==> src/rtl/xnor_popcount_acc.sv <==
// Purpose : per-beat XNOR match count of two WIDTH-bit vectors, accumulated per in_last-delimited frame.
// Latency : the last beat accepted at edge k shows out_valid=1 after edge k+1, at 1 beat/clk.
// Backpr. : in_ready drops only when a last beat sits in S1 while the previous result is still unread.
// Option  : define XNOR_POPCOUNT_MASK_EN to add in_mask, which restricts counting to the masked bits.
module xnor_popcount_acc #(
    parameter int WIDTH  = 8,
    parameter int ACC_W  = 16,
    parameter int BEAT_W = 8
) (
    input  logic              clk,
    input  logic              rst,
    input  logic              in_valid,
    output logic              in_ready,
    input  logic [WIDTH-1:0]  in_a,
    input  logic [WIDTH-1:0]  in_b,
`ifdef XNOR_POPCOUNT_MASK_EN
    input  logic [WIDTH-1:0]  in_mask,
`endif
    input  logic              in_last,
    output logic              out_valid,
    input  logic              out_ready,
    output logic [ACC_W-1:0]  out_sum,
    output logic [BEAT_W-1:0] out_beats,
    output logic              out_sat
);

    // Width of one beat's match count (0..WIDTH); ACC_W must be at least this wide.
    localparam int CNT_W = $clog2(WIDTH + 1);

    // S1 state
    logic             r_s1_v;
    logic             r_s1_last;
    logic [CNT_W-1:0] r_s1_m;

    // Frame accumulation state
    logic [ACC_W-1:0]  r_acc;
    logic [BEAT_W-1:0] r_beat_cnt;
    logic              r_sat_f;

    // Held result
    logic              r_out_valid;
    logic [ACC_W-1:0]  r_out_sum;
    logic [BEAT_W-1:0] r_out_beats;
    logic              r_out_sat;

    logic [WIDTH-1:0]  w_match;
    logic [CNT_W-1:0]  w_pop;
    logic              w_stall;
    logic              w_xfer;
    logic              w_s2_fire;
    logic [ACC_W:0]    w_sum_wide;
    logic              w_clamp;
    logic [ACC_W-1:0]  w_sum_n;
    logic [BEAT_W-1:0] w_beats_n;

`ifdef XNOR_POPCOUNT_MASK_EN
    assign w_match = ~(in_a ^ in_b) & in_mask;
`else
    assign w_match = ~(in_a ^ in_b);
`endif

    // Popcount of the matching bits of the incoming beat.
    always_comb begin
        w_pop = '0;
        for (int i = 0; i < WIDTH; i++) begin
            w_pop = w_pop + CNT_W'(w_match[i]);
        end
    end

    // Only a completed frame can block: its result has nowhere to go while the old one is unread.
    assign w_stall   = r_s1_v && r_s1_last && r_out_valid && !out_ready;
    assign in_ready  = !w_stall;
    assign w_xfer    = in_valid && in_ready;
    assign w_s2_fire = r_s1_v && !w_stall;

    // One spare bit catches the accumulator overflow, which is then clamped.
    assign w_sum_wide = {1'b0, r_acc} + (ACC_W + 1)'(r_s1_m);
    assign w_clamp    = w_sum_wide[ACC_W];
    assign w_sum_n    = w_clamp ? {ACC_W{1'b1}} : w_sum_wide[ACC_W-1:0];
    assign w_beats_n  = (&r_beat_cnt) ? r_beat_cnt : r_beat_cnt + BEAT_W'(1);

    // S1: capture the match count on transfer, hold while stalled, otherwise drain.
    always_ff @(posedge clk or posedge rst) begin
        if (rst) begin
            r_s1_v    <= 1'b0;
            r_s1_last <= 1'b0;
            r_s1_m    <= '0;
        end else if (w_xfer) begin
            r_s1_v    <= 1'b1;
            r_s1_last <= in_last;
            r_s1_m    <= w_pop;
        end else if (!w_stall) begin
            r_s1_v    <= 1'b0;
        end
    end

    // S2: accumulate non-last beats; on the last beat clear so the next frame starts with no bubble.
    always_ff @(posedge clk or posedge rst) begin
        if (rst) begin
            r_acc      <= '0;
            r_beat_cnt <= '0;
            r_sat_f    <= 1'b0;
        end else if (w_s2_fire) begin
            if (r_s1_last) begin
                r_acc      <= '0;
                r_beat_cnt <= '0;
                r_sat_f    <= 1'b0;
            end else begin
                r_acc      <= w_sum_n;
                r_beat_cnt <= w_beats_n;
                r_sat_f    <= r_sat_f | w_clamp;
            end
        end
    end

    // Result register: a new frame total may replace a result being read in the same edge.
    always_ff @(posedge clk or posedge rst) begin
        if (rst) begin
            r_out_valid <= 1'b0;
            r_out_sum   <= '0;
            r_out_beats <= '0;
            r_out_sat   <= 1'b0;
        end else if (w_s2_fire && r_s1_last) begin
            r_out_valid <= 1'b1;
            r_out_sum   <= w_sum_n;
            r_out_beats <= w_beats_n;
            r_out_sat   <= r_sat_f | w_clamp;
        end else if (r_out_valid && out_ready) begin
            r_out_valid <= 1'b0;
        end
    end

    assign out_valid = r_out_valid;
    assign out_sum   = r_out_sum;
    assign out_beats = r_out_beats;
    assign out_sat   = r_out_sat;

endmodule

==> config.mk <==
export PLATFORM = sky130hd
export DESIGN_NAME = xnor_popcount_acc
export DESIGN_NICKNAME = d
export VERILOG_FILES = /design/src/rtl/xnor_popcount_acc.sv
export SDC_FILE = /design/constraint.sdc
export NUM_CORES = 1
export LEC_CHECK = 0
export ABC_AREA = 1
export CAP_MARGIN = 5
export CORE_ASPECT_RATIO = 1.25
export CORE_MARGIN = 3
export CORE_UTILIZATION = 33
export DETAILED_ROUTE_END_ITERATION = 6
export HOLD_SLACK_MARGIN = 0.05
export PLACE_DENSITY_LB_ADDON = 0.05
export REMOVE_ABC_BUFFERS = 1
export SLEW_MARGIN = 10
export SYNTH_ARGS = -nofsm -noshare
export SYNTH_HDL_FRONTEND = slang
export SYNTH_SLANG_ARGS = --single-unit
==> constraint.sdc <==
create_clock -name clk -period 3.6 [get_ports clk]
set_input_delay 0.36 -clock clk [delete_from_list [all_inputs] [get_ports clk]]
set_output_delay 0.36 -clock clk [all_outputs]
set_load 0.005 [all_outputs]
==> flow_metrics.py, run 1 <==
metrics = {
    "outcome": {
        "status": "complete, no violations",
    },
    "clocking": {
        "cts_setup_buffers": 0,
        "hold_buffers": 0,
        "cts_tree": "yes",
        "path_clk_slew_ns": 0.05,
        "htreeDepth": 3,
        "cts-root-buf": "clkbuf_16",
        "numClockSinks": 57,
        "clk_latency_ns": 0.33,
        "ctsResizeCount": 0,
        "cts_made_buffers": 9,
        "cts_buffer_depth": 2,
    },
    "placement": {
        "preCtsSetupSlack_ns": -0.0583,
        "dp.cells": 564,
        "place_area_sq_um": 3810,
        "portBuffers": 47,
        "gp_congestion": 0.789,
        "hpwl_microns": 5370,
    },
    "floorplanning": {
        "row_count": 39,
        "start_util": 0.346,
        "core_area_sq_um": 9320,
        "die_y_microns": 117,
        "io_pins": 48,
        "die_area_sq_um": 11000,
        "fp.dieW_microns": 94.4,
    },
    "sta": {
        "skew_ns": 0.00883,
        "timing.fmax_ghz": 0.304,
        "finalCriticalPeriod_ns": 3.29,
        "setup_viol": 0,
        "fin_ws_ns": 0.311,
        "relSlewSlack": 0.461,
        "timing.final.crit_share": 0.914,
        "hold_viol": 0,
        "rsz0062_at_grt": "no",
        "tightest_slew_ns": 0.807,
        "drv_slew": 0,
        "whs_ns": 0.473,
    },
    "global_route": {
        "grt_pass1_vias": 2692,
        "grt_usage": 0.152,
        "grt_pass1_wl_microns": 12800,
        "grt_max_degree": 38,
        "antenna_found_initial": 0,
        "grt.overflow.total": 0,
    },
    "route": {
        "wl_microns": 7590,
        "dr.pass1.iters": 4,
        "drc": 0,
        "viasPerCell": 4.68,
        "ant_nets": 0,
        "num_vias": 2710,
        "drt_iter0_drc": 103,
        "drt-wirelength-per-cell_microns": 13.1,
    },
    "pwr": {
        "peakVddDrop_v": 0.000263,
        "power_frac_seq": 0.358,
        "intPower_mw": 1.63,
        "combPwrFrac": 0.275,
        "power.density_nw_per_um2": 567,
        "swShare": 0.303,
        "leakage_nw": 2.10,
        "power.switching_mw": 0.708,
        "pwr-share-clk": 0.367,
    },
    "worst_setup_path": {
        "crit_required_ns": 3.84,
        "endpoint_kind": "flip-flop",
        "worstSetupStartpointType": "input port",
        "crit_arrival_ns": 3.53,
        "crit_path_max_fanout": 2,
        "path_class": "in -> reg",
    },
    "hold_path": {
        "hold_path.class": "reg -> reg",
    },
    "yosys": {
        "synth_top_area_frac": 0.442,
        "yosysWarnings": 0,
        "yosysSeqAreaShare": 0.442,
        "synth_area_leaders": "dfrtp_1 (44%), nand2_1 (18%), nand3_1 (4.7%)",
        "syn_area_per_cell_sq_um": 8.06,
        "synth_area_sq_um": 3220,
        "yosysTopAreaCell": "dfrtp_1",
        "yosysUniqueCellTypes": 37,
        "synthCells": 400,
        "yosys_register_bits": 57,
    },
    "layout": {
        "n_antenna_cell": 0,
        "drive_gt1_frac": 0.0943,
        "syn2layout_area_growth_pct": 27.6,
        "final_nets": 486,
        "instances_no_fill": 579,
        "fillers": 951,
        "design_area_sq_um": 4110,
    },
    "run": {
        "max-cap-violations": 0,
    },
}
## kinds of logic (layout without fill, tap and decap cells)
group,count (synthesis),after routing,synth area share
simple gates,237,237,0.336
flops,57,57,0.442
buf+inv,48,104,0.0640
compound gates,29,29,0.0516
xor+xnor,16,16,0.0435
fa+ha+maj,13,13,0.0621
## path summary, 6_finish.rpt
path	startpoint	to	slack (ns)	cells after the start
worst max-delay path	in_a[1]	r_s1_m[2]	0.31	11
worst min-delay path	out_sum[4]	out_sum[4]	0.47	2
worst max register to register	r_s1_m[0]	out_sum[2]	1.49	10
worst min register to register	out_sum[4]	out_sum[4]	0.47	2
max in group asynchronous	rst	r_acc[8]	2.39	3
min in group asynchronous	rst	out_sum[14]	0.52	2
## worst max-delay path, stage by stage
cell and delay (ns):
clkdlybuf4s50_1 0.47, xor2_1 0.20, fa_1 0.48, fa_1 0.55, inv_1 0.06, fa_1 0.54
ha_1 0.16, inv_1 0.06, fa_1 0.37, xor2_1 0.14, o21ai_0 0.14
## registers in the layout (all words and copies together), names as in the netlist, 4 cells and up
register / count
out_sum: 16
r_s1_m: 4
out_beats: 8
r_beat_cnt: 8
r_acc: 16
## synth_stat cells (all sizes together)
| cell type | instances |
|---|---|
| a21o | 1 |
| a21oi | 3 |
| a22o | 1 |
| a31oi | 6 |
| and2 | 1 |
| buf | 9 |
| clkbuf | 1 |
| dfrtp | 57 |
| fa | 5 |
| ha | 8 |
| inv | 38 |
| nand2 | 161 |
| nand3 | 38 |
| nand3b | 2 |
| nand4 | 5 |
| nor2 | 22 |
| nor2b | 1 |
| nor3 | 4 |
| o21ai | 17 |
| o22ai | 1 |
| or2 | 3 |
| xnor2 | 5 |
| xor2 | 11 |
## per-stage QoR
step | util | TNS (ns) | power, mW
finish | 0.441 | 0 | 2.33
detailed placement | 0.409 | -0.0583 | 1.51
CTS | 0.441 | 0 | 2.38
floorplan | - | 0 | 1.24
global route | 0.441 | 0 | 2.50
global placement | 0.409 | 0 | 1.49
## layout make-up
| cell class | instances | area, sq um | share of cell area |
|---|---|---|---|
| Clock buffer | 13 | 260 | 0.0633 |
| Clock inverter | 2 | 37.5 | 0.00913 |
| Inverter | 38 | 143 | 0.0347 |
| Multi-Input combinational cell | 295 | 1590 | 0.387 |
| Sequential cell | 57 | 1430 | 0.347 |
| Tap cell | 123 | 154 | 0.0374 |
| Timing Repair Buffer | 51 | 500 | 0.122 |
## power groups by stage
| stage | clock [mW] | sequential, mW | combinational (mW) |
|---|---|---|---|
| after global routing | 0.901 | 0.853 | 0.743 |
| final | 0.856 | 0.835 | 0.642 |
| after detailed placement | 0 | 0.848 | 0.658 |
| after CTS | 0.878 | 0.838 | 0.661 |
| after floorplan | 0 | 0.836 | 0.405 |
| after global placement | 0 | 0.844 | 0.644 |
## cell usage in the layout, fill, tap and decap left out, drive strengths merged, types with 2 or more instances in the layout
master and count:
nand2 161, or2 3, nor2 22, clkbuf 13
nor3 4, inv 38, ha 8, buf 4
nand3 38, nand4 5, o21ai 17, a21oi 3
fa 5, nand3b 2, xor2 11, a31oi 6
dfrtp 57, clkdlybuf4s50 47, xnor2 5
## routing by layer
layer / GRT usage / up-vias / share of wire
met5: 0 / - / 0
met4: 0.0790 / 0 / 0.027
met3: 0.0380 / 9 / 0.038
met2: 0.263 / 51 / 0.52
met1: 0.174 / 1279 / 0.42
li1: - / 1371 / -
No activity file was read; power rests on OpenSTA's default activity.
==> run 2: changes to the inputs <==
--- a/config.mk
+++ b/config.mk
@@ -13,7 +13,6 @@
 export DETAILED_ROUTE_END_ITERATION = 6
 export HOLD_SLACK_MARGIN = 0.05
 export PLACE_DENSITY_LB_ADDON = 0.05
-export REMOVE_ABC_BUFFERS = 1
 export SLEW_MARGIN = 10
 export SYNTH_ARGS = -nofsm -noshare
 export SYNTH_HDL_FRONTEND = slang
==> run 2 against run 1 <==
  * Die area is the same
  * Sequential share of layout area grew 0.074 points
  * Utilization shrank 0.094 points
  * Cell count shrank 0.17%
  * Power shrank 0.34%
  * Largest cell class unchanged
  * Highest routed layer unchanged
==> flow_metrics.py, run 2 (synthesized netlist as in run 1, its figures left out) <==
metrics = {
    "outcome": {
        "status": "complete, no violations",
    },
    "route": {
        "dr_wl_met2_microns": 3950,
        "drt-wirelength-per-cell_microns": 13.2,
        "dr.pass1.iters": 4,
        "wl_met3_microns": 190,
        "viasPerCell": 4.66,
        "num_vias": 2691,
        "highest_layer": "met4",
        "drt_iter0_drc": 137,
        "wl_microns": 7660,
        "ant_nets": 0,
        "drc": 0,
        "wl_met1_microns": 3380,
    },
    "pwr": {
        "p_total_mw": 2.33,
        "power.density_nw_per_um2": 567,
        "peakVddDrop_v": 0.000250,
        "leakage_nw": 2.10,
    },
    "layout": {
        "drive_gt1_frac": 0.0945,
        "n_antenna_cell": 0,
        "final_nets": 485,
        "regArea_sq_um": 1430,
        "design_area_sq_um": 4100,
        "multi_input_area_sq_um": 1590,
        "final_core_util": 0.440,
        "final_cell_mix": "nand2_1 (158), dfrtp_1 (57), clkdlybuf4s50_1 (47)",
        "final_common_cell": "nand2_1",
        "fillers": 948,
        "instances_no_fill": 578,
        "syn2layout_area_growth_pct": 27.3,
    },
    "worst_setup_path": {
        "crit_family": "adder cells",
        "setup.worst_path.start": "in_a[1]",
        "crit_required_ns": 3.84,
        "crit_arrival_ns": 3.53,
        "endpoint_kind": "flip-flop",
        "crit_chain": "clkdlybuf4s50_1, xor2_1, fa_1, fa_1, inv_1, fa_1, ha_1, inv_1, fa_1, xor2_1, o21ai_0",
        "crit_path_frequent_cell": "fa_1",
        "path_class": "in -> reg",
        "crit_path_max_fanout": 2,
        "worstSetupStartpointType": "input port",
        "max_stage_delay_ns": 0.55,
        "timing.rr.start": "r_s1_m[0]",
        "crit_buf_inv": 3,
        "critPathSlowestCell": "fa_1",
    },
    "placement": {
        "portBuffers": 47,
        "dp.cells": 563,
        "place_area_sq_um": 3810,
        "hpwl_microns": 5570,
        "gp_congestion": 0.870,
    },
    "floorplanning": {
        "fp.dieW_microns": 94.4,
        "die_area_sq_um": 11000,
        "core_area_sq_um": 9320,
        "start_util": 0.346,
        "io_pins": 48,
        "row_count": 39,
        "die_y_microns": 117,
    },
    "clocking": {
        "cts_buffer_depth": 2,
        "cts-root-buf": "clkbuf_16",
        "hold_buffers": 0,
        "clk_latency_ns": 0.33,
        "htreeDepth": 3,
        "cts_tree": "yes",
        "numClockSinks": 57,
        "ctsResizeCount": 0,
        "cts_made_buffers": 9,
        "path_clk_slew_ns": 0.05,
        "cts_setup_buffers": 0,
    },
    "sta": {
        "timing.final.crit_share": 0.916,
        "tightest_slew_ns": 0.493,
        "skew_ns": 0.00666,
        "drv_slew": 0,
        "timing.fmax_ghz": 0.303,
        "hold_viol": 0,
        "whs_ns": 0.381,
        "relSlewSlack": 0.671,
        "finalCriticalPeriod_ns": 3.30,
        "rsz0062_at_grt": "no",
        "setup_viol": 0,
    },
    "global_route": {
        "grt_usage": 0.157,
        "grt_max_degree": 36,
        "grt_pass1_vias": 2762,
        "grt.overflow.total": 0,
        "grt_pass1_wl_microns": 13300,
        "antenna_found_initial": 0,
    },
    "run": {
        "max-cap-violations": 0,
    },
    "yosys": {
        "syn_nets": 434,
    },
    "hold_path": {
        "hold_path.class": "in -> async",
    },
}
run 2: layout make-up:
cell class	count	share of cell area
clock buffer	12	0.0625
clock inverter	3	0.00976
inverter	38	0.0348
multi-input combinational	295	0.388
sequential	57	0.348
tap	123	0.0375
timing repair buffer	50	0.120
run 2: per-stage QoR:
stage / setup WS, ns / TNS [ns]
detailed placement: -0.0337 / -0.0337
finish: 0.303 / 0
global route: 0.112 / 0
global placement: 0.00712 / 0
CTS: 0.291 / 0
floorplan: 0.547 / 0
run 2: routing by layer:
metal,GRT usage,vias up
li1,-,1373
met1,0.189,1266
met2,0.274,38
met3,0.0251,14
met4,0.0751,0
met5,0,-
run 2: path summary, 6_finish.rpt:
| path | slack (ns) | cells after the start | end |
|---|---|---|---|
| min | 0.38 | 2 | r_s1_v |
| max in group asynchronous | 2.36 | 3 | out_beats[7] |
| min in group clk | 0.47 | 2 | out_beats[5] |
| max reg2reg | 1.51 | 9 | out_sat |
| max | 0.30 | 11 | r_s1_m[2] |
| min reg2reg | 0.47 | 2 | out_beats[5] |
run 2: power by group:
part	leakage, nW	switching [mW]	internal [mW]
Sequential	0.758	0.0882	0.752
Clock	0.148	0.281	0.566
Combinational	1.20	0.333	0.305
run 2: worst reg2reg max path, stage by stage (launching register included):
cell	delay, ns
dfrtp_1	0.38
ha_1	0.25
fa_1	0.43
nand2_1	0.12
nand3_2	0.08
nand2_2	0.09
inv_2	0.07
nand4_4	0.22
nor2b_1	0.25
o21ai_1	0.08
